File: src/rtl/pipe_ctrl_pkg.sv
// Shared types and helpers for the pipeline hazard controller:
// FSM state encoding, default widths and a saturating increment.
package pipe_ctrl_pkg;

    typedef enum logic [1:0] {
        RUN      = 2'd0,
        MEM_WAIT = 2'd1,
        ERR      = 2'd2
    } state_e;

    localparam int unsigned ADDR_W_DEF = 6;
    localparam int unsigned CNT_W_DEF  = 32;

    // Increment v, clamping at the all-ones value of a w-bit counter (w <= 64).
    function automatic logic [63:0] sat_inc(input logic [63:0] v, input int unsigned w);
        logic [63:0] lim;
        lim = (w >= 64) ? '1 : ((64'd1 << w) - 64'd1);
        return (v >= lim) ? lim : v + 64'd1;
    endfunction

endpackage

File: src/rtl/hazard_detect.sv
// Combinational load-use detector: a load in EX whose destination is read by
// the instruction in ID. Register 0 never creates a dependency.
module hazard_detect #(
    parameter int unsigned ADDR_W = 6
) (
    input  logic [ADDR_W-1:0] rs,
    input  logic [ADDR_W-1:0] rt,
    input  logic [ADDR_W-1:0] ex_rt,
    input  logic              memread,
    output logic              load_use
);

    always_comb begin
        load_use = memread && (ex_rt != '0) && ((ex_rt == rs) || (ex_rt == rt));
    end

endmodule

File: src/rtl/pipeline_hazard_ctrl.sv
// Pipeline sequencing: load-use stalls, branch flushes, data-memory freeze with
// timeout watchdog, and saturating stall/flush performance counters.
module pipeline_hazard_ctrl
    import pipe_ctrl_pkg::*;
#(
    parameter int unsigned ADDR_W  = ADDR_W_DEF,
    parameter int unsigned TIMEOUT = 255,
    parameter int unsigned CNT_W   = CNT_W_DEF
) (
    input  logic              clk_i,
    input  logic              rst_n_i,
    input  logic [ADDR_W-1:0] if_id_rs_i,
    input  logic [ADDR_W-1:0] if_id_rt_i,
    input  logic              id_ex_memread_i,
    input  logic [ADDR_W-1:0] id_ex_rt_i,
    input  logic              branch_taken_i,
    input  logic              mem_req_i,
    input  logic              mem_ready_i,
    output logic              pc_write_o,
    output logic              if_id_write_o,
    output logic              if_id_flush_o,
    output logic              id_ex_write_o,
    output logic              id_ex_bubble_o,
    output logic              ex_mem_write_o,
    output logic              mem_err_o,
    output logic [CNT_W-1:0]  stall_cnt_o,
    output logic [CNT_W-1:0]  flush_cnt_o
);

    localparam logic [15:0] TIMEOUT_L = 16'(TIMEOUT);

    state_e            state_q, state_d;
    logic [15:0]       wait_q, wait_d;
    logic [CNT_W-1:0]  stall_q, flush_q;
    logic              load_use;
    logic              freeze;
    logic              run_dec;

    hazard_detect #(
        .ADDR_W (ADDR_W)
    ) u_hazard_detect (
        .rs       (if_id_rs_i),
        .rt       (if_id_rt_i),
        .ex_rt    (id_ex_rt_i),
        .memread  (id_ex_memread_i),
        .load_use (load_use)
    );

    always_comb begin
        state_d        = state_q;
        wait_d         = wait_q;
        run_dec        = 1'b0;
        freeze         = mem_req_i && !mem_ready_i;
        pc_write_o     = 1'b0;
        if_id_write_o  = 1'b0;
        if_id_flush_o  = 1'b0;
        id_ex_write_o  = 1'b0;
        id_ex_bubble_o = 1'b0;
        ex_mem_write_o = 1'b0;

        case (state_q)
            RUN: begin
                if (freeze) begin
                    state_d = MEM_WAIT;
                    wait_d  = 16'd1;
                end else begin
                    run_dec = 1'b1;
                end
            end
            MEM_WAIT: begin
                // Ready releases the freeze in the same cycle, so the normal decode applies here.
                if (mem_ready_i) begin
                    state_d = RUN;
                    wait_d  = '0;
                    run_dec = 1'b1;
                end else if (wait_q == TIMEOUT_L) begin
                    state_d = ERR;
                end else begin
                    wait_d = wait_q + 16'd1;
                end
            end
            ERR: ;
            default: state_d = RUN;
        endcase

        if (run_dec) begin
            if (load_use) begin
                id_ex_write_o  = 1'b1;
                id_ex_bubble_o = 1'b1;
                ex_mem_write_o = 1'b1;
            end else begin
                pc_write_o     = 1'b1;
                if_id_write_o  = 1'b1;
                id_ex_write_o  = 1'b1;
                ex_mem_write_o = 1'b1;
                if_id_flush_o  = branch_taken_i;
            end
        end

        if (!rst_n_i) begin
            pc_write_o     = 1'b0;
            if_id_write_o  = 1'b0;
            if_id_flush_o  = 1'b0;
            id_ex_write_o  = 1'b0;
            id_ex_bubble_o = 1'b0;
            ex_mem_write_o = 1'b0;
        end
    end

    always_ff @(posedge clk_i) begin
        if (!rst_n_i) begin
            state_q <= RUN;
            wait_q  <= '0;
            stall_q <= '0;
            flush_q <= '0;
        end else begin
            state_q <= state_d;
            wait_q  <= wait_d;
            if (!pc_write_o) begin
                stall_q <= CNT_W'(sat_inc(64'(stall_q), CNT_W));
            end
            if (if_id_flush_o) begin
                flush_q <= CNT_W'(sat_inc(64'(flush_q), CNT_W));
            end
        end
    end

    assign mem_err_o   = (state_q == ERR);
    assign stall_cnt_o = stall_q;
    assign flush_cnt_o = flush_q;

endmodule

File: config.mk
export PLATFORM = sky130hd
export DESIGN_NAME = pipeline_hazard_ctrl
export DESIGN_NICKNAME = d
export VERILOG_FILES = /design/src/rtl/pipe_ctrl_pkg.sv /design/src/rtl/hazard_detect.sv /design/src/rtl/pipeline_hazard_ctrl.sv
export SDC_FILE = /design/constraint.sdc
export NUM_CORES = 1
export LEC_CHECK = 0
export CAP_MARGIN = 20
export CORE_AREA = 5 5 113 115
export CTS_CLUSTER_DIAMETER = 80
export CTS_CLUSTER_SIZE = 14
export DETAILED_ROUTE_END_ITERATION = 12
export DIE_AREA = 0 0 118 120
export HOLD_SLACK_MARGIN = 0.02
export PLACE_DENSITY = 0.69
export SYNTH_ARGS = -nofsm -noshare
export SYNTH_HDL_FRONTEND = slang
export SYNTH_SLANG_ARGS = --single-unit
File: constraint.sdc
create_clock -name clk_i -period 3.4 [get_ports clk_i]
set_clock_uncertainty 0.05 [all_clocks]
set_input_delay 0.68 -clock clk_i [delete_from_list [all_inputs] [get_ports clk_i]]
set_output_delay 0.68 -clock clk_i [all_outputs]
set_load 0.005 [all_outputs]
==> flow_summary.yaml, run 1 <==
layout:
  nFillCells: 1140
  finish.utilization_pct: 51.25
  area_growth_syn_to_layout_pct: 33.25
  antennaDiodeCount: 0
  layout-drive-gt1-share_pct: 9.909
  finish.net_count: 678
  finalInstanceArea_um2: 6002
  final-instance-count-excl-fill: 803
logic_synthesis:
  synth_top_family_by_area: "simple AND/OR/NAND/NOR gates"
  postSynthCellCount: 548
  seq_area_frac_synth_pct: 36.44
  synth-compound-area-share_pct: 20.78
  synth.cells.most_frequent: "sky130_fd_sc_hd__dfxtp_1, sky130_fd_sc_hd__nor3_1, sky130_fd_sc_hd__nor2_1"
  syn-num-nets: 575
  number_of_warnings_issued_by_yosys: 0
  synth_cell_types: 63
  async_flop_share_pct: 0
  synth_area_um2: 4504
  syn_area_per_cell_um2: 8.220
  synth-seq-cells: 82
  synth_most_common_cell: "sky130_fd_sc_hd__dfxtp_1"
  number_of_enable_type_register_cells_in_the_synthesized_netlist: 0
  synth.top_cells.by_area: "sky130_fd_sc_hd__dfxtp_1, sky130_fd_sc_hd__nor3_1, sky130_fd_sc_hd__xnor2_1"
  post_synth_mux_area_share_pct: 0.4444
  synth.largest_area_cell: "sky130_fd_sc_hd__dfxtp_1"
  synthXorXnorAreaFrac_pct: 4.861
  synth-main-ff-cell: "sky130_fd_sc_hd__dfxtp_1"
  synth_top_area_share_pct: 36.44
  post_synth_and_or_nand_nor_area_fraction_pct: 32.22
  synthAdderAreaFrac_pct: 0.8333
placed_design:
  dp.final_hpwl_mm: 9.211
  placedInstanceArea_um2: 5667
  numPlacedInstances: 784
  buffer_ports.inserted: 94
  finalWeightedCongestion: 0.8503
timing:
  timing.hold.ws_ns: 0.4457
  clock.fmax_ghz: 0.3029
  grt_setup_unrepaired: "no"
  finalHoldViolations: 0
  timing.max_slew.rel_slack_pct: 55.28
  timing.final.max_slew_violations: 0
  finalCritPeriodShare_pct: 97.10
  worst_pin_slew_ns: 0.6687
  period_needed_ns: 3.302
  finalSetupViolCount: 0
clock_network:
  cts-root-buf: "sky130_fd_sc_hd__clkbuf_16"
  clkSlewWorstSetupHoldPaths_ns: 0.06
  clk_path_buf_depth: 2
  holdBufCountCts: 0
  cts_num_sinks: 82
  htreeDepth: 3
  worst_skew_pair.late_latency_ns: 0.34
  cts_tree: "done"
  numCtsBuffers: 9
floorplan:
  die_height_um: 120
  area_enclosed_by_the_die_boundary_um2: 14160
  core_um2: 11710
  chipWidth_um: 118
  core.rowCount: 40
  initial_core_util_pct: 38.46
  pin_count: 95
global_routing:
  grt_start_max_net_pins: 44
  grt_pass1_vias: 4430
  overflow: 0
  grt_first_pass_wirelength_mm: 21.40
  number_of_antenna_violations_at_the_first_check_in_global_routing: 0
  global_route_total_usage_across_every_layer_pct: 17.80
hold_path:
  worst_hold_path_type: "reg2reg"
  min_path_cells: 1
drt:
  detail_route.first_pass.iterations: 4
  drc: 0
  avgViaCountPerCell: 5.863
  detail-route-antenna-nets: 0
  wl_per_cell_um: 16.30
  route.vias.total: 4708
  drtIter0Drc: 374
  routed_wl_mm: 13.09
worst_setup_path:
  cp_data_arrival_time_ns: 2.57
  critical_path.endpoint_type: "output pin"
  required_ns: 2.67
  critical_path.slowest_cell: "sky130_fd_sc_hd__or4_4"
  worst-r2r-cell-count: 6
  crit_buf_inv: 4
  path_max_fanout: 2
  start_kind: "input pin"
  critical_path.top_delay_family: "buffers and inverters"
  criticalPathCategory: "in2out"
  cp_cell_sequence: "clkdlybuf4s50_1, or4_4, o31ai_4, buf_4, o211ai_2, inv_2, dlygate4sd2_1"
  path_depth: 7
  cp_slowest_stage_delay_ns: 0.57
run_status:
  outcome: "complete, no violations"
power_and_ir_drop:
  cellPowerDensity_nw_per_um2: 358.3
  cellLeakagePower_nw: 1.957
  totalPowerFinal_mw: 2.150
  ir_drop_uv: 217.3
run:
  cap_viol_max_count: 0
-- layout make-up --
cell class	instances	area [µm²]	area share [%]
Clock inverter	5	52.55	0.8755
Timing Repair Buffer	120	1139	18.97
Sequential cell	82	1642	27.35
Multi-Input combinational cell	421	2669	44.47
Tap cell	147	183.9	3.064
Inverter	17	63.81	1.063
Clock buffer	11	252.7	4.211
-- worst paths after layout --
path	endpoint	startpoint	slack, ns
min reg2reg	wait_q[14]$_SDFFE_PN0P_	wait_q[14]$_SDFFE_PN0P_	0.45
min	wait_q[14]$_SDFFE_PN0P_	wait_q[14]$_SDFFE_PN0P_	0.45
max	if_id_flush_o	id_ex_rt_i[3]	0.1
max reg2reg	flush_cnt_o[29]$_SDFFE_PN0P_	flush_cnt_o[8]$_SDFFE_PN0P_	0.96
-- routing by layer --
metal  up-vias  routed length [µm]  GRT usage [%]  share of wire [%]
li1       2309                   -              -                  -
met1      2233                6110          22.99                 47
met3        21                 777          5.042                5.9
met5         -                   0              0                  0
met4         0                 208          6.380                1.6
met2       145                5988          28.39                 46
-- flip-flops by register name, summed over array words and instances (netlist names) --
register / flops
flush_cnt_o: 32
state_q: 2
stall_cnt_o: 32
wait_q: 16
-- per-stage QoR --
stage | TNS (ns) | setup WS [ns]
6_report | 0 | 0.09845
3_3_place_gp | -0.2303 | -0.1066
5_1_grt | 0 | 0.02975
3_5_place_dp | -0.2573 | -0.1128
4_1_cts | 0 | 0.007861
2_1_floorplan | 0 | 0.7241
-- worst reg2reg max path: stages, from the launching register on --
cell                       delay (ns)
sky130_fd_sc_hd__dfxtp_1         0.49
sky130_fd_sc_hd__nand4_1         0.23
sky130_fd_sc_hd__nor3_1          0.38
sky130_fd_sc_hd__nand4_1         0.60
sky130_fd_sc_hd__o31ai_1         0.24
sky130_fd_sc_hd__a21oi_1         0.10
sky130_fd_sc_hd__a311oi_1        0.25
-- placed cells by master (no fill, tap or decap), drive strengths merged, types with 5 or more instances in the layout --
cell type      netlist  routed
clkdlybuf4s50        0      90
nor2                46      46
xnor2               24      24
a311oi               9       9
inv                 16      16
dfxtp               82      82
buf                 15      26
nand4               26      26
o31ai                5       5
nor3                48      48
o31a                 5       5
nor4                14      14
and3                17      17
clkbuf              13      11
a31oi               11      11
and4                23      23
nor4b                6       6
nand3               28      28
o21ai               18      18
a21oi               38      38
nand2               36      36
a211oi               5       5
o21bai               5       5
o311a                6       6
-- power by group --
part           total [mW]  internal [mW]  switching [mW]
Clock               0.998          0.605           0.393
Combinational       0.175         0.0830          0.0922
Sequential          0.978          0.968          0.0100
-- cell families (layout without fill, tap and decap cells) --
logic type               after synthesis  count (layout)
AO/OA/AOI/OAI                        129             129
buffers and inverters                 45             153
multiplexers                           2               2
AND/OR/NAND/NOR                      262             262
adder cells (fa/ha/maj)                3               3
XOR/XNOR                              25              25
flip-flops                            82              82
-- timing repair --
item                       in CTS  in global routing
pin swaps                       2                  2
setup buffers                   2                  1
setup endpoints to repair       3                  1
gates resized for setup         4                  2
Note: power is estimated with default switching activity, not from simulation.
==> run 2: changes to the inputs <==
TNS_END_PERCENT = 5   (was not set)
==> flow_summary.yaml, run 2 (synthesized netlist as in run 1, its figures left out) <==
global_routing:
  grt_pass1_vias: 4429
  use_met2_pct: 28.39
  overflow: 0
  number_of_antenna_violations_at_the_first_check_in_global_routing: 0
  global_route_total_usage_across_every_layer_pct: 17.80
  top_usage_layer: "met2"
  grt.met3_usage_pct: 5.042
  grt_start_max_net_pins: 44
  grt_first_pass_wirelength_mm: 21.40
  gr-usage-met1_pct: 22.99
run:
  cap_viol_max_count: 0
placed_design:
  dpl_worst_slack_ns: -0.1128
  finalWeightedCongestion: 0.8503
  numPlacedInstances: 784
  buffer_ports.inserted: 94
  dp.final_hpwl_mm: 9.211
timing:
  period_needed_ns: 3.282
  worst_pin_slew_ns: 0.6669
  finalSetupViolCount: 0
  clock.fmax_ghz: 0.3047
  timing.final.max_slew_violations: 0
  timing.max_slew.rel_slack_pct: 55.41
  final.setup.worst_slack_ns: 0.1183
  finalHoldViolations: 0
  grt_setup_unrepaired: "no"
  finalCritPeriodShare_pct: 96.52
  timing.hold.ws_ns: 0.4458
worst_setup_path:
  worst-r2r-cell-count: 6
  critical_path.endpoint_type: "output pin"
  start_kind: "input pin"
  cp_data_arrival_time_ns: 2.55
  required_ns: 2.67
  path_max_fanout: 3
  criticalPathCategory: "in2out"
drt:
  drtIter0Drc: 375
  wl_per_cell_um: 16.32
  route.vias.total: 4708
  drc: 0
  detail_route.first_pass.iterations: 5
  avgViaCountPerCell: 5.885
  routed_wl_mm: 13.05
  detail-route-antenna-nets: 0
clock_network:
  post_cts.repair.setup_buffers: 0
  cts_num_sinks: 82
  holdBufCountCts: 0
  cts-root-buf: "sky130_fd_sc_hd__clkbuf_16"
  htreeDepth: 3
  clkSlewWorstSetupHoldPaths_ns: 0.06
  clk_path_buf_depth: 2
  cts_tree: "done"
  worst_skew_pair.late_latency_ns: 0.34
  numCtsBuffers: 9
floorplan:
  area_enclosed_by_the_die_boundary_um2: 14160
  core_um2: 11710
  core.rowCount: 40
  pin_count: 95
  initial_core_util_pct: 38.46
  chipWidth_um: 118
  die_height_um: 120
layout:
  most_frequent_standard_cell_in_the_layout_excluding_fill_and_tap_cells: "sky130_fd_sc_hd__clkdlybuf4s50_1"
  finish.net_count: 675
  final-instance-count-excl-fill: 800
  area_growth_syn_to_layout_pct: 33.19
  antennaDiodeCount: 0
  final_cell_mix: "sky130_fd_sc_hd__clkdlybuf4s50_1, sky130_fd_sc_hd__dfxtp_1, sky130_fd_sc_hd__nor2_1, sky130_fd_sc_hd__nor3_1, sky130_fd_sc_hd__a21oi_1"
  layout-drive-gt1-share_pct: 9.495
power_and_ir_drop:
  cellPowerDensity_nw_per_um2: 358.2
  ir_drop_uv: 217.8
  cellLeakagePower_nw: 1.957
  totalPowerFinal_mw: 2.149
hold_path:
  min_path_cells: 1
  worst_hold_path_type: "reg2reg"
run_status:
  outcome: "complete, no violations"
==> run 2: cell types whose count changed in the layout (fill, tap and decap cells not counted) <==
cell	before	now
sky130_fd_sc_hd__buf_4	25	22
sky130_fd_sc_hd__dlygate4sd2_1	3	2
sky130_fd_sc_hd__dlymetal6s2s_1	1	2
sky130_fd_sc_hd__o211ai_2	1	0
sky130_fd_sc_hd__o211ai_4	0	1
sky130_fd_sc_hd__o22a_2	1	0
sky130_fd_sc_hd__o22a_4	0	1
==> run 2: layout make-up <==
cell class / count / area, µm²
Fill cell: 1138 / 5712
Multi-Input combinational cell: 421 / 2685
Sequential cell: 82 / 1642
Timing Repair Buffer: 117 / 1120
Clock buffer: 11 / 252.7
Tap cell: 147 / 183.9
Inverter: 17 / 63.81
Clock inverter: 5 / 52.55
==> run 2: critical path, cell delays in order <==
cell                              delay [ns]
sky130_fd_sc_hd__clkdlybuf4s50_1        0.43
sky130_fd_sc_hd__or4_4                  0.58
sky130_fd_sc_hd__o31ai_4                0.32
sky130_fd_sc_hd__buf_6                  0.16
sky130_fd_sc_hd__o21ai_4                0.05
sky130_fd_sc_hd__inv_2                  0.09
sky130_fd_sc_hd__dlygate4sd2_1          0.24
==> run 2: metal layers <==
| metal | wire length (µm) | vias up | share of wire [%] |
|---|---|---|---|
| met4 | 214 | 0 | 1.6 |
| li1 | - | 2305 | - |
| met2 | 5951 | 150 | 46 |
| met1 | 6058 | 2232 | 46 |
| met5 | 0 | - | 0 |
| met3 | 828 | 21 | 6.3 |
==> run 2: stage by stage <==
stage / utilization (%) / setup TNS [ns] / cell area [µm²]
after floorplan: - / 0 / 4504
after global placement: 48.39 / -0.2303 / 5667
after detailed placement: 48.39 / -0.2573 / 5667
after CTS: 51.00 / -0.009125 / 5973
after global routing: 51.23 / 0 / 6000
final: 51.23 / 0 / 6000
==> run 2: power by group <==
| part | switching, mW | internal (mW) |
|---|---|---|
| sequential | 0.0100 | 0.968 |
| clock | 0.391 | 0.605 |
| combinational | 0.0936 | 0.0816 |
| total | 0.495 | 1.65 |
==> run 2: repair_timing <==
| item | CTS | global route |
|---|---|---|
| gates cloned | 0 | 0 |
| resized for setup | 3 | 5 |
| pin swaps | 1 | 3 |
| endpoints found under the setup margin | 3 | 2 |
==> run 2: final timing paths <==
check | from | to | slack (ns)
worst max-delay path | id_ex_rt_i[3] | pc_write_o | 0.12
worst min register to register | wait_q[14]$_SDFFE_PN0P_ | wait_q[14]$_SDFFE_PN0P_ | 0.45
worst min-delay path | wait_q[14]$_SDFFE_PN0P_ | wait_q[14]$_SDFFE_PN0P_ | 0.45
worst max register to register | flush_cnt_o[8]$_SDFFE_PN0P_ | flush_cnt_o[29]$_SDFFE_PN0P_ | 0.97
